--- config.mk ---
export PLATFORM = sky130hd
export DESIGN_NAME = rain_column_scheduler
export DESIGN_NICKNAME = d
export VERILOG_FILES = /design/src/rtl/rain_column_scheduler.sv
export SDC_FILE = /design/constraint.sdc
export NUM_CORES = 1
export LEC_CHECK = 0
export CELL_PAD_IN_SITES_DETAIL_PLACEMENT = 1
export CELL_PAD_IN_SITES_GLOBAL_PLACEMENT = 1
export CORE_ASPECT_RATIO = 0.9
export CORE_UTILIZATION = 45
export DETAILED_ROUTE_END_ITERATION = 10
export HOLD_SLACK_MARGIN = 0.05
export PLACE_DENSITY_LB_ADDON = 0.1
export SKIP_LAST_GASP = 1
export SYNTH_ARGS = -nofsm -noshare
export SYNTH_HDL_FRONTEND = slang
export SYNTH_SLANG_ARGS = --single-unit
--- constraint.sdc ---
create_clock -name clk -period 8.75 [get_ports clk]
set_clock_uncertainty 0.15 [all_clocks]
set_input_delay 0.875 -clock clk [delete_from_list [all_inputs] [get_ports clk]]
set_output_delay 0.875 -clock clk [all_outputs]
set_load 0.1 [all_outputs]
--- src/rtl/rain_column_scheduler.sv ---
// rtl/rain_column_scheduler.sv - per-column glyph-rain state engine with registered lookup
//
// Holds one record {on, speed[1:0], len[3:0], head[5:0]} per 8-pixel character
// column. After reset every record is seeded from a 16-bit Galois LFSR (INIT).
// Each frame_start accepted in IDLE runs one read-modify-write SCAN over all
// columns. A column respawns at the top with freshly rolled fields once its trail
// has left the screen.
//
// Optional feature macro: RAIN_PAUSE_EN adds the pause input. A scan started
// with pause=1 keeps its normal timing but writes nothing.
//
// Ports:
//   clk          pixel clock
//   rst_n        synchronous active-low reset; restarts INIT
//   frame_start  one-cycle start-of-vertical-blank pulse
//   pause        (RAIN_PAUSE_EN only) suppress writes for the scan being started
//   rd_col       column index to look up
//   rd_head      registered head row of rd_col (0 when rd_col >= NUM_COLS)
//   rd_len       registered trail length of rd_col (0 when out of range)
//   rd_on        registered visibility of rd_col (0 when out of range)
//   busy         INIT or SCAN in progress
//   done         one-cycle pulse after the last entry of a scan is written
//   overrun      high in the same cycle as a frame_start that arrives while busy
module rain_column_scheduler #(
  parameter int          NUM_COLS  = 80,
  parameter int          ROWS      = 40,
  parameter logic [15:0] LFSR_SEED = 16'hACE1
) (
  input  logic       clk,
  input  logic       rst_n,
  input  logic       frame_start,
`ifdef RAIN_PAUSE_EN
  input  logic       pause,
`endif
  input  logic [6:0] rd_col,
  output logic [5:0] rd_head,
  output logic [3:0] rd_len,
  output logic       rd_on,
  output logic       busy,
  output logic       done,
  output logic       overrun
);

  localparam logic [6:0] LAST_IDX = 7'(NUM_COLS - 1);

  typedef enum logic [1:0] {
    ST_INIT = 2'd0,
    ST_IDLE = 2'd1,
    ST_SCAN = 2'd2
  } state_t;

  state_t      r_state;
  logic [12:0] r_mem [NUM_COLS];
  logic [6:0]  r_idx;
  logic [15:0] r_lfsr;
  logic [2:0]  r_frame_cnt;
  logic        r_busy;
  logic        r_done;
  logic [5:0]  r_rd_head;
  logic [3:0]  r_rd_len;
  logic        r_rd_on;

  logic [15:0] w_lfsr_next;
  logic [6:0]  w_roll_fields;
  logic [12:0] w_init_entry;
  logic [12:0] w_cur;
  logic [6:0]  w_head_inc;
  logic [6:0]  w_limit;
  logic        w_respawn;
  logic [12:0] w_scan_entry;
  logic        w_advance;
  logic        w_last;
  logic        w_scan_wr;

  assign w_lfsr_next   = {1'b0, r_lfsr[15:1]} ^ (r_lfsr[0] ? 16'hB400 : 16'h0000);
  // {on, speed, len}; len is forced into 4..15 so trails are never too short
  assign w_roll_fields = {r_lfsr[7] | r_lfsr[6], r_lfsr[5:4], r_lfsr[3:0] | 4'b0100};
  assign w_init_entry  = {w_roll_fields, 1'b0, r_lfsr[12:8]};

  assign w_cur        = r_mem[r_idx];
  // 7-bit compare: the trail must fully leave the screen before the respawn
  assign w_head_inc   = {1'b0, w_cur[5:0]} + 7'd1;
  assign w_limit      = 7'(ROWS) + {3'b000, w_cur[9:6]};
  assign w_respawn    = (w_head_inc >= w_limit);
  assign w_scan_entry = w_respawn ? {w_roll_fields, 6'd0} : {w_cur[12:6], w_head_inc[5:0]};
  assign w_last       = (r_idx == LAST_IDX);

  // Speed class s steps the column on frames where frame_cnt is a multiple of 2^s
  always_comb begin
    w_advance = 1'b1;
    case (w_cur[11:10])
      2'd0: w_advance = 1'b1;
      2'd1: w_advance = ~r_frame_cnt[0];
      2'd2: w_advance = (r_frame_cnt[1:0] == 2'd0);
      2'd3: w_advance = (r_frame_cnt == 3'd0);
      default: w_advance = 1'b1;
    endcase
  end

`ifdef RAIN_PAUSE_EN
  logic r_pause;
  always_ff @(posedge clk) begin
    if (!rst_n) begin
      r_pause <= 1'b0;
    end else if (r_state == ST_IDLE && frame_start) begin
      r_pause <= pause;
    end
  end
  assign w_scan_wr = ~r_pause;
`else
  assign w_scan_wr = 1'b1;
`endif

  // Record storage: not reset, INIT re-seeds every entry after any reset
  always_ff @(posedge clk) begin
    if (rst_n) begin
      if (r_state == ST_INIT) begin
        r_mem[r_idx] <= w_init_entry;
      end else if (r_state == ST_SCAN && w_scan_wr && w_advance) begin
        r_mem[r_idx] <= w_scan_entry;
      end
    end
  end

  // Lookup port: a same-cycle write is not forwarded, the old value is returned
  always_ff @(posedge clk) begin
    if (!rst_n) begin
      r_rd_head <= 6'd0;
      r_rd_len  <= 4'd0;
      r_rd_on   <= 1'b0;
    end else if (rd_col < 7'(NUM_COLS)) begin
      r_rd_head <= r_mem[rd_col][5:0];
      r_rd_len  <= r_mem[rd_col][9:6];
      r_rd_on   <= r_mem[rd_col][12];
    end else begin
      r_rd_head <= 6'd0;
      r_rd_len  <= 4'd0;
      r_rd_on   <= 1'b0;
    end
  end

  always_ff @(posedge clk) begin
    if (!rst_n) begin
      r_state     <= ST_INIT;
      r_idx       <= 7'd0;
      r_lfsr      <= LFSR_SEED;
      r_frame_cnt <= 3'd0;
      r_busy      <= 1'b1;
      r_done      <= 1'b0;
    end else begin
      r_done <= 1'b0;
      case (r_state)
        ST_INIT: begin
          r_lfsr <= w_lfsr_next;
          if (w_last) begin
            r_state <= ST_IDLE;
            r_idx   <= 7'd0;
            r_busy  <= 1'b0;
          end else begin
            r_idx <= r_idx + 7'd1;
          end
        end
        ST_IDLE: begin
          if (frame_start) begin
            r_state     <= ST_SCAN;
            r_idx       <= 7'd0;
            r_frame_cnt <= r_frame_cnt + 3'd1;
            r_busy      <= 1'b1;
          end
        end
        ST_SCAN: begin
          r_lfsr <= w_lfsr_next;
          if (w_last) begin
            r_state <= ST_IDLE;
            r_idx   <= 7'd0;
            r_busy  <= 1'b0;
            r_done  <= 1'b1;
          end else begin
            r_idx <= r_idx + 7'd1;
          end
        end
        default: begin
          r_state <= ST_INIT;
          r_idx   <= 7'd0;
          r_busy  <= 1'b1;
        end
      endcase
    end
  end

  assign rd_head = r_rd_head;
  assign rd_len  = r_rd_len;
  assign rd_on   = r_rd_on;
  assign busy    = r_busy;
  assign done    = r_done;
  assign overrun = rst_n & frame_start & r_busy;

endmodule
After elaboration in Yosys (flattened, before gate mapping)
Memories as Yosys holds them, arrays and structs flattened. A register that Yosys moved wholly into a read port is not among the register bits.
Cells that the tools add are included.
{"block": "word_totals", "regBits": 30, "ramBits": 1040, "inputBits": 10, "out_inout_bits": 14, "word_cells": 61, "mem_count": 1}
{"memory": "r_mem", "words": 80, "width": 13, "read_ports": 2, "rd_clocked_by_memory_dff": 2, "write_ports": 1, "line_no": "53", "rtl": "logic [12:0] r_mem [NUM_COLS];"}
{"block": "op_classes", "add_sub_neg": 4, "order_cmp": 2, "eq_ne": 8, "mux": 23, "bitwise_logic": 6, "reduce_logical": 11}
{"cell": "2-to-1 mux 7 bit", "count": 4}
{"cell": "2-to-1 mux 13 bit", "count": 2}
{"cell": "2-to-1 mux 16 bit", "count": 1}
{"cell": "bitwise XOR 15 x 16 -> 16 bit", "count": 1}
{"cell": "one-hot mux 7 bit (2 select lines)", "count": 1}
{"cell": "2-to-1 mux 1 bit", "count": 10}
{"cell": "AND reduction 2 bit", "count": 4}
{"cell": "adder 6 x 1 -> 7 bit, second input constant", "count": 1}
{"cell": "adder 6 x 4 -> 7 bit, first input constant", "count": 1}
{"cell": "adder 7 x 1 -> 7 bit, second input constant", "count": 1}
{"cell": "== test 7 bit, second input constant", "count": 1}
{"cell": "greater-or-equal comparator 7 bit", "count": 1}
{"cell": "less-than comparator 7 bit, second input constant", "count": 1}
{"cell": "== test 2 bit, second input constant", "count": 3}
{"cell": "zero test 2 bit", "count": 3}
{"cell": "== test 2 x 1 -> 1 bit, second input constant", "count": 2}
{"cell": "2-to-1 mux 2 bit", "count": 2}
{"cell": "one-hot mux 1 bit (4 select lines)", "count": 1}
{"cell": "one-hot mux 2 bit (2 select lines)", "count": 1}
{"cell": "adder 3 x 1 -> 3 bit, second input constant", "count": 1}
{"cell": "zero test 3 bit", "count": 1}
{"cell": "AND 1 bit", "count": 2}
{"cell": "inequality test 2 x 1 -> 1 bit, second input constant", "count": 1}
{"cell": "inequality test 2 bit, second input constant", "count": 1}
{"cell": "other kinds (6)", "count": 7}

Logic depth before layout (Yosys ltp)
{"block": "logic_depth", "ltp_word": 8, "depth_mapped": 20, "mapped_depth_nobuf": 15}

Least setup slack after synthesis
OpenSTA, ideal clock, no wires.
{"block": "synth_timing", "kind": "register to register", "startpoint": "register (tool-made name)", "endpoint": "memory r_mem[0][9] (data pin)", "setup_ps": 826, "arrival_ps": 7757, "path_slack_ps": 17, "stages_incl_launch_ff": 21, "n_path_buf": 8, "cell_sequence": "dfxtp_1 -> buf_6 -> buf_6 -> buf_6 -> buf_6 -> buf_4 -> buf_6 -> buf_2 -> buf_2 -> mux4_2 -> mux4_2 -> mux2i_1 -> ha_1 -> a21o_1 -> a21o_1 -> a21o_1 -> a21o_1 -> a41oi_1 -> o32ai_2 -> or2_1 -> o21ai_0"}
{"item": "end, declared", "line_no": "53"}

==> metrics.csv <==
stage;metric;value;unit
run_status;status;finished, final reports clean;
global_route;total gr overflow;0;
clock_tree;Clk Latency, worst-skew pair;0.72;ns
global_route;first-pass GRT wire length;224300;um
synthesis;Post-synth top flop;edfxtp_1;
finish;layout cells sized above 1;0.3949;
floorplanning;initial core utilization;0.4565;
detailed_routing;DRC;0;
synthesis;async set-or-reset flop fraction in the synthesized netlist;0;
clock_tree;Sink Count;1088;
global_route;largest net degree at the start of global routing;145;
power_and_ir_drop;Logic pwr share;0.081;
detailed_routing;Pre-antenna DRT Iters;5;
synthesis;flop and latch count out of synthesis;1088;
placement;post-placement cell count;3745;
synthesis;Seq/Total Area, Yosys;0.6530;
timing;Finish-stage setup viols;0;
placement;PortBufs;23;
placement;detailed placement HPWL;99080;um
timing;Slew Viols, Final;0;
finish;Final nets;2432;
timing;Hold WS;0.3730;ns
synthesis;Post-synth EDFFs;1040;
critical_path;Critical Path End Type;flop;
finish;Multi-input gate area;16640;um2
timing;achievable frequency;138.8;MHz
timing;Worst slew margin;0.2386;
synthesis;Yosys warning count;0;
placement;Post-Place Setup Slack;1.519;ns
detailed_routing;Wirelength per Cell;41.14;um
power_and_ir_drop;Clock Power Share;0.417;
finish;Filler Cell Count;9391;
critical_path;worst path required time;9.05;ns
detailed_routing;post-route ant nets;0;
clock_tree;post_cts resized;0;
power_and_ir_drop;P_sw;2641;uW
clock_tree;H-tree lvl count;3;
timing;Setup TNS;0;ns
clock_tree;Hold-fix buffers, CTS;0;
critical_path;worst endpoint data arrival time;7.50;ns
synthesis;Post-Syn Area;49290;um2
finish;most frequent cells in the layout;1040 x edfxtp_1, 571 x mux4_2, 129 x buf_4;
floorplanning;Die Height;316.0;um
timing;Tightest Pin Transition;1.142;ns
clock_tree;Post-CTS Setup Bufs;0;
clock_tree;CTS tree;built;
timing;final worst path period need;7.202;ns
power_and_ir_drop;Net Sw Frac;0.2294;
floorplanning;I/O pins;24;
power_and_ir_drop;Pwr Density;206.7;nW/um2
timing;RSZ-0062 raised after global routing;false;
worst_hold_path;Hold Path Class;reg2reg;
finish;fin cells;3958;
synthesis;cell taking the most area after synthesis;edfxtp_1;
floorplanning;die width;350.9;um
synthesis;largest cells by area after synthesis;edfxtp_1 63%, mux4_2 26%, dfxtp_1 1.9%;
detailed_routing;vias per cell;6.815;
global_route;initial antenna violation count;5;
power_and_ir_drop;sequential power share;0.502;
timing;final worst path period share;0.8231;
finish;Final Cell Area;55700;um2
detailed_routing;Starting DRT DRC Count;3785;
floorplanning;# rows;114;
power_and_ir_drop;Worst VDD drop;0.1793;mV
critical_path;CP max FO;57;
finish;Seq. cell area;32210;um2
flow_run;maxcap violations;0;
critical_path;startpoint class of the critical path;flop;
timing;PnR worst setup slack;1.548;ns
critical_path;Setup CP Type;reg2reg;
detailed_routing;vias;26970;
synthesis;syn_nets;2332;
synthesis;post-synthesis area per instance;21.31;um2
finish;commonest non-fill, non-tap cell in the layout;edfxtp_1;
floorplanning;Die Area;110900;um2
power_and_ir_drop;internal power;8871;uW
clock_tree;Worst-path clk slew;0.06;ns
timing;final hold viol count;0;
finish;Layout area overhead;13.00;%
placement;gp weighted congestion;0.8812;
global_route;vias in the first global route;27300;
clock_tree;Max clock buf depth;3;
detailed_routing;total wire length;162800;um
floorplanning;core box area;108000;um2
placement;Placed Area;52030;um2
clock_tree;Root Buffer;clkbuf_16;
synthesis;share of the synthesized area in the top cell type;0.6336;
synthesis;synthesized instance count;2313;
clock_tree;cts bufs inserted;115;
global_route;gr usage total;0.2991;
power_and_ir_drop;Leakage;0.01682;uW
synthesis;Synth cell types;60;
[synthesized netlist by cell type, types with 7 or more instances]
| library cell | n |
|---|---|
| nand2b_1 | 8 |
| mux2i_1 | 87 |
| nor3b_1 | 11 |
| ha_1 | 9 |
| mux2_2 | 9 |
| nor2b_1 | 27 |
| nand3_1 | 13 |
| buf_2 | 27 |
| nor3_1 | 86 |
| mux4_2 | 571 |
| buf_6 | 20 |
| dfxtp_1 | 48 |
| a21oi_1 | 7 |
| a22oi_1 | 23 |
| nand2_1 | 50 |
| xnor2_1 | 8 |
| edfxtp_1 | 1040 |
| nor2_1 | 32 |
| buf_1 | 32 |
| o21ai_0 | 15 |
| clkbuf_1 | 75 |
| a211oi_1 | 7 |
| buf_4 | 20 |
[worst max-delay path: stages, from the launching register on]
cell and delay (ns):
dfxtp_4 0.97, buf_4 0.53, or2_2 0.34, a211oi_1 0.12
a2111oi_0 0.78, a211o_1 0.42, ha_1 0.31, ha_1 0.29
a21o_1 0.17, a21o_1 0.20, a21o_1 0.21, a21o_1 0.20
a41oi_1 0.25, o32ai_2 0.15, or2_1 0.39, nor2_4 0.78
buf_4 0.51
[metal layers]
layer / vias to the layer above / global-route usage / share of wire
met2: 1542 / 0.4408 / 0.45
met3: 232 / 0.09801 / 0.11
met1: 14910 / 0.4237 / 0.41
li1: 10290 / - / -
met4: 0 / 0.09508 / 0.034
met5: - / 0 / 0
[final timing paths]
| path | slack [ns] | start | to | cells past startpoint |
|---|---|---|---|---|
| hold reg to reg | 0.37 | r_lfsr[15] | r_lfsr[15] | 2 |
| setup reg to reg | 1.55 | flop | r_mem[44][5] | 16 |
| setup / recovery | 1.55 | flop | r_mem[44][5] | 16 |
| hold / removal | 0.37 | r_lfsr[15] | r_lfsr[15] | 2 |
[per-stage QoR]
step	total power (uW)	util
CTS	11590	0.5156
global placement	6801	0.4818
detailed placement	6819	0.4819
floorplan	6490	-
global route	11810	0.5159
finish	11510	0.5159
[registers in the layout, summed over array words and instances, names as in the netlist, named ones only]
register,flops
r_mem,1040
r_lfsr,16
r_idx,7
rd_head,6
rd_len,4
r_frame_cnt,3
r_state,2
busy,1
done,1
rd_on,1
[logic make-up (layout without fill, tap and decap cells)]
group	after synthesis	count (layout)	synth area share
simple gates	252	252	0.02612
other cells	0	1	0
flops	1088	1088	0.6530
fa+ha+maj	9	9	0.002284
xor+xnor	13	13	0.002310
buf+inv	182	376	0.01937
compound gates	99	99	0.01536
mux	670	670	0.2815
[layout make-up]
class,instances,area share
Sequential cell,1088,0.5782
Multi-Input combinational cell,1043,0.2987
Clock buffer,145,0.05501
Tap cell,1450,0.03257
Timing Repair Buffer,159,0.02471
Clock inverter,66,0.01042
Inverter,6,0.0004043
Antenna cell,1,0.00004492
[power groups by stage]
stage / clock network (uW) / registers, uW / logic (uW)
floorplan: 0 / 5880 / 606
global placement: 0 / 5880 / 919
detailed placement: 0 / 5880 / 935
CTS: 4880 / 5770 / 938
global route: 5050 / 5770 / 981
finish: 4800 / 5770 / 938
Power figures use the tool's default switching activity.
